### src/rtl/message_streamer_pkg.sv
// message_streamer_pkg
//   Shared types and constants for the message streamer slice:
//   - state_t      : sequencer states (idle, sending, inter-char gap, done)
//   - char_t/len_t : character and length types for the default 8-bit/16-entry build
//   - DEFAULT_MSG  : "Hello World!" power-on message; default_char() returns
//                    one character of it, zero beyond the end of the text.
package message_streamer_pkg;

  localparam int DEF_CHAR_W = 8;
  localparam int DEF_DEPTH  = 16;

  typedef logic [DEF_CHAR_W-1:0]              char_t;
  typedef logic [$clog2(DEF_DEPTH+1)-1:0]     len_t;

  typedef enum logic [1:0] {
    ST_IDLE,
    ST_SEND,
    ST_GAP,
    ST_DONE
  } state_t;

  localparam int                  MSG_LEN     = 12;
  localparam logic [MSG_LEN*8-1:0] DEFAULT_MSG = "Hello World!";

  // The first character sits in the most significant byte of the literal.
  function automatic char_t default_char(input int idx);
    char_t c;
    c = '0;
    if (idx >= 0 && idx < MSG_LEN) begin
      c = DEFAULT_MSG[(MSG_LEN-1-idx)*8 +: 8];
    end
    return c;
  endfunction

endpackage

### src/rtl/message_streamer_mem.sv
// message_streamer_mem
//   Message storage with a registered read port.
//   Default build: constant ROM holding the default message, zero padded.
//   MESSAGE_STREAMER_LOAD_EN defined: 1W1R RAM preloaded with the default
//   message; writes with _wr_addr >= DEPTH are dropped.
// Ports
//   _clock    in   1       clock
//   _reset    in   1       synchronous active-high; clears only _rd_data
//   _rd_en    in   1       load _rd_data from the addressed entry
//   _rd_addr  in   ADDR_W  read address
//   _rd_data  out  CHAR_W  registered read data (holds when _rd_en=0)
//   _wr_en/_wr_addr/_wr_data  write port (LOAD_EN builds only)
module message_streamer_mem
  import message_streamer_pkg::*;
#(
  parameter int CHAR_W = 8,
  parameter int DEPTH  = 16,
  parameter int LEN_W  = $clog2(DEPTH+1),
  parameter int ADDR_W = (DEPTH > 1) ? $clog2(DEPTH) : 1
) (
  input  logic              _clock,
  input  logic              _reset,
  input  logic              _rd_en,
  input  logic [ADDR_W-1:0] _rd_addr,
`ifdef MESSAGE_STREAMER_LOAD_EN
  input  logic              _wr_en,
  input  logic [LEN_W-1:0]  _wr_addr,
  input  logic [CHAR_W-1:0] _wr_data,
`endif
  output logic [CHAR_W-1:0] _rd_data
);

  logic [CHAR_W-1:0] rd_data_reg;

`ifdef MESSAGE_STREAMER_LOAD_EN
  typedef logic [CHAR_W-1:0] image_t [DEPTH];

  function automatic image_t default_image();
    image_t img;
    for (int i = 0; i < DEPTH; i++) begin
      img[i] = CHAR_W'(default_char(i));
    end
    return img;
  endfunction

  // Power-on contents are the default message; reset leaves them alone.
  image_t mem_reg = default_image();

  always_ff @(posedge _clock) begin
    if (_wr_en && (_wr_addr < LEN_W'(DEPTH))) begin
      mem_reg[_wr_addr[ADDR_W-1:0]] <= _wr_data;
    end
  end

  // Read-before-write: a same-cycle write to the read entry returns old data.
  always_ff @(posedge _clock) begin
    if (_reset) begin
      rd_data_reg <= '0;
    end else if (_rd_en) begin
      rd_data_reg <= mem_reg[_rd_addr];
    end
  end
`else
  logic [CHAR_W-1:0] rom_table [DEPTH];

  for (genvar gi = 0; gi < DEPTH; gi++) begin : g_rom
    assign rom_table[gi] = CHAR_W'(default_char(gi));
  end

  always_ff @(posedge _clock) begin
    if (_reset) begin
      rd_data_reg <= '0;
    end else if (_rd_en) begin
      rd_data_reg <= rom_table[_rd_addr];
    end
  end
`endif

  assign _rd_data = rd_data_reg;

endmodule

### src/rtl/message_streamer.sv
// message_streamer
//   Streams a stored message one character per valid/ready transfer.
//   Start/done control, programmable length (clamped to DEPTH), loop mode and
//   an optional GAP-cycle idle after every accepted character.
//   Optional macro MESSAGE_STREAMER_LOAD_EN adds a memory write port.
// Ports
//   _clock  in  1       clock (posedge)
//   _reset  in  1       synchronous active-high reset
//   _enable in  1       gates launching new chars and gap counting
//   _start  in  1       begin a message (accepted in idle only)
//   _loop   in  1       restart at index 0 after the last char
//   _len    in  LEN_W   chars to send, sampled with an accepted _start
//   _letter out CHAR_W  current character (registered)
//   _valid  out 1       _letter holds a character
//   _ready  in  1       sink accepts (transfer = _valid & _ready)
//   _busy   out 1       message in progress (through the done cycle)
//   _done   out 1       one-cycle pulse at the end of a non-looping pass
//   _index  out LEN_W   index of the char on _letter
//   _wr_en/_wr_addr/_wr_data  memory write port (LOAD_EN builds only)
module message_streamer
  import message_streamer_pkg::*;
#(
  parameter int CHAR_W = 8,
  parameter int DEPTH  = 16,
  parameter int LEN_W  = $clog2(DEPTH+1),
  parameter int GAP    = 0
) (
  input  logic              _clock,
  input  logic              _reset,
  input  logic              _enable,
  input  logic              _start,
  input  logic              _loop,
  input  logic [LEN_W-1:0]  _len,
  output logic [CHAR_W-1:0] _letter,
  output logic              _valid,
  input  logic              _ready,
  output logic              _busy,
  output logic              _done,
`ifdef MESSAGE_STREAMER_LOAD_EN
  input  logic              _wr_en,
  input  logic [LEN_W-1:0]  _wr_addr,
  input  logic [CHAR_W-1:0] _wr_data,
`endif
  output logic [LEN_W-1:0]  _index
);

  localparam int                ADDR_W   = (DEPTH > 1) ? $clog2(DEPTH) : 1;
  localparam int                GAP_W    = (GAP > 1) ? $clog2(GAP) : 1;
  localparam logic [GAP_W-1:0]  GAP_LAST = (GAP > 0) ? GAP_W'(GAP - 1) : '0;
  localparam logic [LEN_W-1:0]  DEPTH_L  = LEN_W'(DEPTH);

  state_t            state_reg,   state_next;
  logic              valid_reg,   valid_next;
  logic [LEN_W-1:0]  index_reg,   index_next;   // char currently on _letter
  logic [LEN_W-1:0]  fetch_reg,   fetch_next;   // next entry to read
  logic [LEN_W-1:0]  len_q_reg,   len_q_next;
  logic [GAP_W-1:0]  gap_cnt_reg, gap_cnt_next;

  logic              rd_en;
  logic [LEN_W-1:0]  len_clamped;
  logic [LEN_W-1:0]  last_idx;
  logic [LEN_W-1:0]  fetch_after;
  logic              transfer;
  logic              at_last;

  assign len_clamped = (_len > DEPTH_L) ? DEPTH_L : _len;
  assign last_idx    = len_q_reg - LEN_W'(1);
  assign transfer    = valid_reg & _ready;
  assign at_last     = (index_reg == last_idx);
  // The fetch pointer always wraps; whether the wrapped char is ever shown
  // is decided by _loop when the last char is accepted.
  assign fetch_after = (fetch_reg == last_idx) ? '0 : fetch_reg + LEN_W'(1);

  always_comb begin
    state_next   = state_reg;
    valid_next   = valid_reg;
    index_next   = index_reg;
    fetch_next   = fetch_reg;
    len_q_next   = len_q_reg;
    gap_cnt_next = gap_cnt_reg;
    rd_en        = 1'b0;

    unique case (state_reg)
      ST_IDLE: begin
        if (_start) begin
          len_q_next = len_clamped;
          index_next = '0;
          fetch_next = '0;
          state_next = (_len == '0) ? ST_DONE : ST_SEND;
        end
      end

      ST_SEND: begin
        if (transfer) begin
          if (at_last && !_loop) begin
            valid_next = 1'b0;
            state_next = ST_DONE;
          end else if (GAP > 0) begin
            valid_next   = 1'b0;
            gap_cnt_next = '0;
            state_next   = ST_GAP;
          end else if (_enable) begin
            rd_en      = 1'b1;
            valid_next = 1'b1;
            index_next = fetch_reg;
            fetch_next = fetch_after;
          end else begin
            valid_next = 1'b0;
          end
        end else if (!valid_reg && _enable) begin
          rd_en      = 1'b1;
          valid_next = 1'b1;
          index_next = fetch_reg;
          fetch_next = fetch_after;
        end
      end

      ST_GAP: begin
        // The final gap cycle launches the fetch itself so that exactly GAP
        // cycles of _valid=0 separate consecutive characters.
        if (_enable) begin
          if (gap_cnt_reg == GAP_LAST) begin
            rd_en      = 1'b1;
            valid_next = 1'b1;
            index_next = fetch_reg;
            fetch_next = fetch_after;
            state_next = ST_SEND;
          end else begin
            gap_cnt_next = gap_cnt_reg + GAP_W'(1);
          end
        end
      end

      ST_DONE: begin
        state_next = ST_IDLE;
      end

      default: state_next = ST_IDLE;
    endcase
  end

  always_ff @(posedge _clock) begin
    if (_reset) begin
      state_reg   <= ST_IDLE;
      valid_reg   <= 1'b0;
      index_reg   <= '0;
      fetch_reg   <= '0;
      len_q_reg   <= '0;
      gap_cnt_reg <= '0;
    end else begin
      state_reg   <= state_next;
      valid_reg   <= valid_next;
      index_reg   <= index_next;
      fetch_reg   <= fetch_next;
      len_q_reg   <= len_q_next;
      gap_cnt_reg <= gap_cnt_next;
    end
  end

  message_streamer_mem #(
    .CHAR_W (CHAR_W),
    .DEPTH  (DEPTH),
    .LEN_W  (LEN_W),
    .ADDR_W (ADDR_W)
  ) u_mem (
    ._clock   (_clock),
    ._reset   (_reset),
    ._rd_en   (rd_en),
    ._rd_addr (fetch_reg[ADDR_W-1:0]),
`ifdef MESSAGE_STREAMER_LOAD_EN
    ._wr_en   (_wr_en),
    ._wr_addr (_wr_addr),
    ._wr_data (_wr_data),
`endif
    ._rd_data (_letter)
  );

  assign _valid = valid_reg;
  assign _index = index_reg;
  assign _busy  = (state_reg != ST_IDLE);
  assign _done  = (state_reg == ST_DONE);

endmodule
### config.mk
export PLATFORM = sky130hd
export DESIGN_NAME = message_streamer
export DESIGN_NICKNAME = d
export VERILOG_FILES = /design/src/rtl/message_streamer_pkg.sv /design/src/rtl/message_streamer_mem.sv /design/src/rtl/message_streamer.sv
export SDC_FILE = /design/constraint.sdc
export NUM_CORES = 1
export LEC_CHECK = 0
export CAP_MARGIN = 20
export CORE_ASPECT_RATIO = 1.25
export CORE_UTILIZATION = 44
export CTS_BUF_LIST = sky130_fd_sc_hd__clkbuf_8
export CTS_CLUSTER_DIAMETER = 150
export CTS_CLUSTER_SIZE = 8
export DETAILED_ROUTE_END_ITERATION = 8
export DONT_BUFFER_PORTS = 1
export GPL_ROUTABILITY_DRIVEN = 0
export SLEW_MARGIN = 20
export SYNTH_ARGS = -nofsm -noshare
export SYNTH_HDL_FRONTEND = slang
export SYNTH_SLANG_ARGS = --single-unit
### constraint.sdc
create_clock -name _clock -period 2.45 [get_ports _clock]
set_clock_uncertainty 0.15 [all_clocks]
set_input_delay 0.49 -clock _clock [delete_from_list [all_inputs] [get_ports _clock]]
set_output_delay 0.49 -clock _clock [all_outputs]
set_load 0.005 [all_outputs]
==> results of run 1 <==
-- layout by cell type (no fill, tap or decap), types with 2 or more instances in the layout --
cell        n
dfxtp_1    25
inv_1      20
a21oi_1    20
nor2_1     14
ha_1       13
nand3_1    12
nand2_1    10
xnor2_1     8
xor2_1      6
nand2b_1    6
a211oi_1    6
nor3b_1     5
nor3_1      5
nor2b_1     5
or2_2       5
o22ai_1     4
mux2i_1     4
o21ai_0     3
clkbuf_8    3
buf_4       3
o211ai_1    2
a2bb2oi_1   2
o32ai_1     2
-- worst register-to-register path, cell delays in order, from the launching register on --
cell and delay, ns:
dfxtp_1 0.36, inv_1 0.07, ha_1 0.25, nor3b_1 0.31, xnor2_1 0.18, nand3_1 0.17, o32a_1 0.43, a211oi_1 0.23
a211oi_1 0.07
-- final cells by class --
class                           count  area (um^2)
Fill cell                         352         1800
Clock inverter                      1         7.51
Timing Repair Buffer                3         22.5
Multi-Input combinational cell    148         1020
Sequential cell                    25          500
Tap cell                           39         48.8
Inverter                           20         75.1
Clock buffer                        3         41.3
-- cell families after synthesis --
group | Yosys count | share of synthesized area (%)
simple gates | 67 | 21.3
compound gates | 49 | 20.5
xor+xnor | 14 | 7.47
other cells | 1 | 0.228
buf+inv | 29 | 7.70
fa+ha+maj | 13 | 9.91
mux | 4 | 2.44
flops | 25 | 30.5
-- routing by layer --
layer	GRT usage [%]	routed length, um
met2	34.5	1840
met3	3.52	119
met5	0	0
met4	6.23	61
met1	19.5	1410
-- per-stage QoR --
step / setup slack [ns] / area [um^2] / hold slack (ns) / cells / utilization, %
6_report: 0.114 / 1720 / 0.126 / 239 / 48.8
5_1_grt: -0.00108 / 1720 / 0.118 / 239 / 48.8
4_1_cts: 0.0857 / 1710 / 0.121 / 239 / 48.7
3_5_place_dp: 0.0961 / 1660 / 0.323 / 235 / 47.3
3_3_place_gp: 0.176 / 1660 / 0.311 / 235 / 47.3
2_1_floorplan: 0.242 / 1640 / 0.298 / 202 / -
-- path summary, 6_finish.rpt --
path / cells past startpoint / to / slack, ns
setup / recovery: 8 / state_reg[1] / 0.11
hold / removal: 1 / _index[2] / 0.13
setup reg to reg: 8 / state_reg[1] / 0.11
hold reg to reg: 2 / u_mem._rd_data[6] / 0.33
-- power by group --
group          internal [mW]  switching, mW  total [mW]  leakage [nW]
sequential             0.470         0.0795       0.550         0.203
clock                  0.115          0.137       0.253        0.0217
combinational          0.298          0.445       0.743         0.417
total                  0.883          0.662        1.54         0.641
==> flow_summary_export.csv, run 1 <==
group,metric,value,unit
global_routing,grt_max_degree,31,
global_routing,grt_overflow,0,
setup_path,arrival,2.35,ns
timing,setup_viol,0,
setup_path,critical_path.startpoint,"len_q_reg[0]",
timing,fin_tns_setup,0,ns
floorplan,initial_core_util,46.7,%
synth,yosys-top-cells-area,"dfxtp_1 (30%), ha_1 (9.9%), a21oi_1 (6.1%), inv_1 (4.6%), xnor2_1 (4.3%)",
global_routing,grt_pass1_vias,1348,
synth,synth_commonest_cells,"dfxtp_1 (25), a21oi_1 (20), inv_1 (20), nor2_1 (14), ha_1 (13)",
clocking,clk_pin_slew,0.09,ns
power,p_leak,0.641,nW
setup_path,path_max_fanout,5,
floorplan,row_count,24,
synth,syn_nets,226,
synth,synth-main-ff-cell,"dfxtp_1",
clocking,cts_hold_buf,0,
synth,synth.most_common_cell,"dfxtp_1",
detailed_routing,dr.pass1.iters,4,
timing,drv_slew,0,
status,status,"finished, final reports clean",
clocking,cts_resized,0,
clocking,cts-buffers-inserted,3,
setup_path,crit_path_frequent_cell,"a211oi_1",
cells_and_area,diodes,0,
setup_path,cpPeakStageDelay,0.43,ns
detailed_routing,drt-vias-per-instance,5.62,
setup_path,cp_slowest_cell,"o32a_1",
floorplan,fp.dieH,70.3,um
timing,fin_crit_sh,95.4,%
cells_and_area,drive_above_1_share,8.50,%
setup_path,cp-end-kind,"flip-flop",
power,total_power,1.54,mW
detailed_routing,vias,1343,
detailed_routing,drt_iter0_drc,55,
synth,yosys_warnings,0,
synth,yosysSeqAreaShare,30.5,%
global_routing,grt_usage,18.2,%
floorplan,die_area,3980,um^2
synth,ys_async_sr_fraction,0,%
power,power_density,901,nW/um^2
hold_path,hp-class,"input pin to flip-flop",
global_routing,antenna_found_initial,0,
clocking,cts_root_buffer,"clkbuf_8",
setup_path,critical_path.cell_chain,"inv_1 -> ha_1 -> nor3b_1 -> xnor2_1 -> nand3_1 -> o32a_1 -> a211oi_1 -> a211oi_1",
synth,synth_area,1640,um^2
timing,fmax,428,MHz
setup_path,rr_startpoint,"len_q_reg[0]",
clocking,clk_path_buf_depth,2,
detailed_routing,postRouteAntennaNets,0,
synth,synth_top_area_share,30.5,%
synth,synth_edf_count,0,
clocking,cts_tree,"yes",
setup_path,crit_buf_inv,1,
cells_and_area,area_delta_synth_final,4.50,%
clocking,cts_setup_buffers,0,
hold_path,hold_path_startpoint,"_reset",
timing,fin_crit,2.34,ns
synth,syn_area_per_cell,8.13,um^2
clocking,h-tree-depth,1,
detailed_routing,finalWirelength,3.43,mm
power,ir_worst_vdd,650,uV
cells_and_area,largest_register_ffs,7,
detailed_routing,route.detailed.drc,0,
synth,yosysTopAreaCell,"dfxtp_1",
setup_path,setup.worst_path.start_class,"flip-flop",
cells_and_area,nets,225,
global_routing,grt_pass1_wl,5.74,mm
place,io_buffers,0,
setup_path,cp.required,2.46,ns
synth,yosysUniqueCellTypes,41,
run,cap_viol_max_count,0,
timing,hold_viol_final,0,
floorplan,die_x,56.6,um
clocking,clock_latency,0.27,ns
clocking,cts_num_sinks,25,
setup_path,path_class,"flip-flop to flip-flop",
synth,ys_ff_latch,25,
detailed_routing,wl_per_cell,14.3,um
floorplan,core_area,3510,um^2
place,hpwl,2.61,mm
floorplan,io_pins,27,
setup_path,crit_family,"compound AO/OA/AOI/OAI gates",
synth,synthCells,202,
Note: power is estimated with default switching activity, not from simulation.
==> run 2: changes to the inputs <==
Settings changed: CORE_UTILIZATION 44 to 38.
==> flow_summary_export.csv, run 2 (synthesis results as in run 1) <==
group,metric,value,unit
place,io_buffers,0,
global_routing,antenna_found_initial,0,
floorplan,io_pins,27,
setup_path,path_max_fanout,5,
setup_path,arrival,2.25,ns
clocking,cts_num_sinks,25,
detailed_routing,route.detailed.drc,0,
timing,worst_slack,0.218,ns
cells_and_area,drive_above_1_share,9.95,%
floorplan,row_count,26,
status,status,"finished, final reports clean",
global_routing,grt_max_degree,31,
cells_and_area,largest_register_ffs,7,
timing,drv_slew,0,
timing,fin_crit,2.23,ns
timing,fin_crit_sh,91.1,%
floorplan,initial_core_util,40.0,%
cells_and_area,final_common_cell,"dfxtp_1",
cells_and_area,final_cell_mix,"dfxtp_1 (24), inv_1 (20), a21oi_1 (20), nor2_1 (14), ha_1 (13)",
detailed_routing,wl_per_cell,13.2,um
detailed_routing,postRouteAntennaNets,0,
detailed_routing,finalWirelength,3.40,mm
place,dp.cells,252,
clocking,clk_pin_slew,0.09,ns
timing,setup_viol,0,
power,ir_worst_vdd,444,uV
timing,hold_viol_final,0,
clocking,cts-buffers-inserted,3,
setup_path,r2r_slack,0.22,ns
setup_path,setup.worst_path.start_class,"flip-flop",
floorplan,core_area,4100,um^2
setup_path,rr_worst_depth,8,
floorplan,die_area,4590,um^2
global_routing,grt_usage,16.9,%
clocking,clock_latency,0.27,ns
detailed_routing,drt_iter0_drc,69,
floorplan,die_x,60.8,um
cells_and_area,diodes,0,
hold_path,hp-class,"input pin to flip-flop",
hold_path,whs_path_depth,1,
setup_path,cp.required,2.47,ns
place,hpwl,2.56,mm
detailed_routing,drt-vias-per-instance,5.28,
timing,fin_tns_setup,0,ns
timing,rsz0062_at_grt,"false",
clocking,clk_path_buf_depth,2,
clocking,h-tree-depth,1,
power,p_leak,0.649,nW
detailed_routing,dr.pass1.iters,4,
setup_path,path_class,"flip-flop to flip-flop",
global_routing,grt_pass1_vias,1319,
clocking,cts_tree,"yes",
global_routing,grt_overflow,0,
floorplan,fp.dieH,75.5,um
clocking,cts_hold_buf,0,
cells_and_area,stdcell_count,257,
run,cap_viol_max_count,0,
power,power_density,880,nW/um^2
global_routing,grt_pass1_wl,5.85,mm
cells_and_area,area_delta_synth_final,6.63,%
timing,fmax,448,MHz
place,dp_slack,0.104,ns
clocking,cts_root_buffer,"clkbuf_8",
detailed_routing,vias,1356,
timing,holdWs,0.123,ns
cells_and_area,nets,226,
setup_path,cp-end-kind,"flip-flop",
==> run 2: changes by cell type in the layout (fill, tap and decap cells not counted), sizes merged <==
| cell | previous run | this run |
|---|---|---|
| buf | 3 | 4 |
==> run 2: stage by stage <==
step	util, %	area, um^2	power [mW]
detailed placement	41.1	1680	1.30
finish	42.7	1750	1.54
floorplan	-	1640	1.19
global route	42.7	1750	1.67
CTS	42.2	1730	1.56
global placement	41.1	1680	1.31
==> run 2: worst max-delay path, stage by stage, from the launching register on <==
cell,delay (ns)
dfxtp_2,0.38
inv_1,0.06
ha_1,0.26
nor3b_2,0.19
xnor2_1,0.21
nand3_1,0.15
o32a_1,0.42
a211oi_1,0.22
a211oi_1,0.07
==> run 2: cell type report <==
class                           count  area, um^2
Clock buffer                        3        41.3
Clock inverter                      1        7.51
Fill cell                         444        2350
Inverter                           20        75.1
Multi-Input combinational cell    148        1020
Sequential cell                    25         502
Tap cell                           56        70.1
Timing Repair Buffer                4        30.0
==> run 2: per-layer routing <==
| metal | track usage (%) | up-vias | share of wire (%) |
|---|---|---|---|
| met5 | 0 | - | 0 |
| met4 | 6.57 | 0 | 1.7 |
| met3 | 2.89 | 5 | 4.1 |
| met2 | 30.8 | 21 | 50 |
| met1 | 19.3 | 633 | 44 |
| li1 | - | 697 | - |
==> run 2: final timing paths <==
| check | start | end |
|---|---|---|
| setup / recovery | len_q_reg[0] | state_reg[1] |
| hold / removal | _reset | _index[3] |
| hold reg to reg | u_mem._rd_data[6] | u_mem._rd_data[6] |
| setup reg to reg | len_q_reg[0] | state_reg[1] |
==> run 2: repair_timing <==
action                                  in CTS  in global routing
endpoints found under the setup margin       0                  8
hold endpoints to repair                     0                  0
resized for setup                            0                  3
setup buffers                                0                  1
==> run 2: report_power, final <==
group	internal [mW]	switching, mW
sequential	0.470	0.0788
combinational	0.299	0.437
clock	0.116	0.139
==> run 3: changes to the inputs <==
Settings changed: CORE_UTILIZATION 38 to 45, SYNTH_HIERARCHICAL set to 1.
==> flow_summary_export.csv, run 3 <==
group,metric,value,unit
detailed_routing,wl_per_cell,15.5,um
floorplan,initial_core_util,48.1,%
synth,synth.most_common_cell,"dfxtp_1",
clocking,cts_tree,"yes",
cells_and_area,area_delta_synth_final,10.2,%
run,cap_viol_max_count,0,
cells_and_area,diodes,0,
detailed_routing,postRouteAntennaNets,0,
synth,yosys_warnings,6,
global_routing,grt_usage,19.3,%
synth,syn_nets,233,
place,placed_cell_area,1780,um^2
status,status,"finished, violations left",
timing,fin_crit,2.32,ns
timing,setup_viol,0,
synth,synth_top_area_share,29.1,%
clocking,cts-buffers-inserted,3,
clocking,clock_latency,0.27,ns
setup_path,path_class,"flip-flop to flip-flop",
timing,drv_slew,0,
place,hpwl,2.82,mm
timing,holdWs,0.123,ns
cells_and_area,nFillCells,336,
detailed_routing,drt-vias-per-instance,5.74,
cells_and_area,drive_above_1_share,19.7,%
clocking,clk_path_buf_depth,2,
synth,synth_edf_count,0,
timing,hold_viol_final,0,
status,violations,"DRC",
power,p_leak,0.676,nW
hold_path,hp-class,"input pin to flip-flop",
synth,synth_commonest_cells,"dfxtp_1 (25), inv_1 (20), nor2_1 (19), a21oi_1 (14), ha_1 (14)",
synth,yosys-top-cells-area,"dfxtp_1 (29%), ha_1 (10%), inv_1 (4.4%), nor2_1 (4.1%), a21oi_1 (4.1%)",
setup_path,path_max_fanout,6,
clocking,cts_num_sinks,25,
floorplan,io_pins,27,
floorplan,core_area,3570,um^2
detailed_routing,dr.pass1.iters,7,
place,io_buffers,0,
setup_path,cp-end-kind,"flip-flop",
synth,yosysSeqAreaShare,29.1,%
clocking,cts_hold_buf,0,
setup_path,arrival,2.36,ns
cells_and_area,final_cell_mix,"dfxtp_1 (23), nor2_1 (19), inv_1 (18), a21oi_1 (14), ha_1 (13)",
global_routing,grt_max_degree,30,
detailed_routing,route.detailed.drc,6,
floorplan,die_area,4080,um^2
clocking,cts_root_buffer,"clkbuf_8",
timing,fmax,431,MHz
synth,synthCells,208,
clocking,clk_pin_slew,0.09,ns
detailed_routing,drt_iter0_drc,39,
timing,max-slew-margin-rel,64.7,%
detailed_routing,vias,1447,
synth,syn_area_per_cell,8.27,um^2
floorplan,row_count,24,
place,dp_slack,-0.200,ns
cells_and_area,nets,239,
synth,yosysUniqueCellTypes,47,
clocking,h-tree-depth,1,
timing,tightest_slew,0.528,ns
timing,fin_crit_sh,94.7,%
synth,ys_ff_latch,25,
cells_and_area,final_area,1900,um^2
setup_path,cp.required,2.49,ns
synth,yosysTopAreaCell,"dfxtp_1",
power,power_density,874,nW/um^2
setup_path,setup.worst_path.start_class,"flip-flop",
power,ir_worst_vdd,270,uV
synth,ys_async_sr_fraction,0,%
cells_and_area,largest_register_ffs,7,
floorplan,die_x,57.3,um
floorplan,fp.dieH,71.1,um
timing,fin_tns_setup,0,ns
global_routing,grt_pass1_wl,6.24,mm
place,dp.cells,245,
synth,synth_area,1720,um^2
cells_and_area,final_common_cell,"dfxtp_1",
timing,worst_slack,0.129,ns
global_routing,grt_overflow,0,
global_routing,antenna_found_initial,0,
cells_and_area,stdcell_count,252,
global_routing,grt_pass1_vias,1403,
synth,synth-main-ff-cell,"dfxtp_1",
detailed_routing,finalWirelength,3.91,mm
## run 3: cell count changes in the layout (fill, tap and decap cells not counted), moves of 4 or more
cell	previous run	this run
a21oi_1	20	14
a31oi_1	0	4
buf_4	4	11
nand2b_1	6	1
nand4_1	1	5
nor2_1	14	19
nor2b_1	5	1
## run 3: cell type report
type,count,area (um^2),area share (%)
well taps,39,48.8,2.57
clock inverters,1,5.00,0.264
repair buffers,11,82.6,4.36
multi-input cells,153,1140,60.1
inverters,20,75.1,3.96
clock buffers,3,41.3,2.18
flip-flops and latches,25,503,26.5
## run 3: report_power, final
group / internal (mW) / total [mW] / switching (mW)
logic: 0.361 / 0.847 / 0.486
registers: 0.480 / 0.562 / 0.0821
clock network: 0.114 / 0.249 / 0.135
total: 0.954 / 1.66 / 0.703
## run 3: cell families after synthesis
logic type / Yosys count / synth area share [%]
flops: 25 / 29.1
compound gates: 49 / 21.2
mux: 1 / 0.582
other cells: 1 / 0.218
simple gates: 75 / 24.7
xor+xnor: 12 / 6.11
buf+inv: 31 / 7.93
fa+ha+maj: 14 / 10.2
## run 3: through the flow
stage          power [mW]  utilization, %
2_1_floorplan        1.18               -
3_3_place_gp         1.31            49.7
3_5_place_dp         1.34            49.7
4_1_cts              1.63            51.8
5_1_grt              1.79            53.0
6_report             1.66            53.0
## run 3: worst paths after layout
check | from | cells after the start | slack (ns) | to
min reg2reg | u_mem/_rd_data[4] | 2 | 0.35 | u_mem/_rd_data[4]
min | _reset | 1 | 0.12 | len_q_reg[1]
max reg2reg | len_q_reg[1] | 10 | 0.13 | u_mem/_rd_data[2]
max | len_q_reg[1] | 10 | 0.13 | u_mem/_rd_data[2]
## run 3: what timing repair did
item | in CTS | in global routing
gates cloned | 0 | 1
pin swaps | 0 | 5
setup endpoints to repair | 7 | 9
resized for setup | 5 | 7
buffers inserted | 0 | 2
## run 3: per-layer routing
metal | wire [um] | GRT usage, % | vias to the layer above | share of wire (%)
met3 | 181 | 4.39 | 2 | 4.6
met5 | 0 | 0 | - | 0
met1 | 1700 | 23.1 | 686 | 43
met2 | 2020 | 35.3 | 26 | 52
li1 | - | - | 733 | -
met4 | 13 | 3.25 | 0 | 0.33
## run 3: critical path, stage by stage, from the launching register on
cell and delay, ns:
dfxtp_2 0.34, inv_2 0.04, ha_4 0.16, xor2_2 0.16, a2111oi_4 0.33, nand4_1 0.17
o21a_1 0.16, a32oi_2 0.29, nor2b_4 0.11, o21a_4 0.15, a211oi_1 0.18
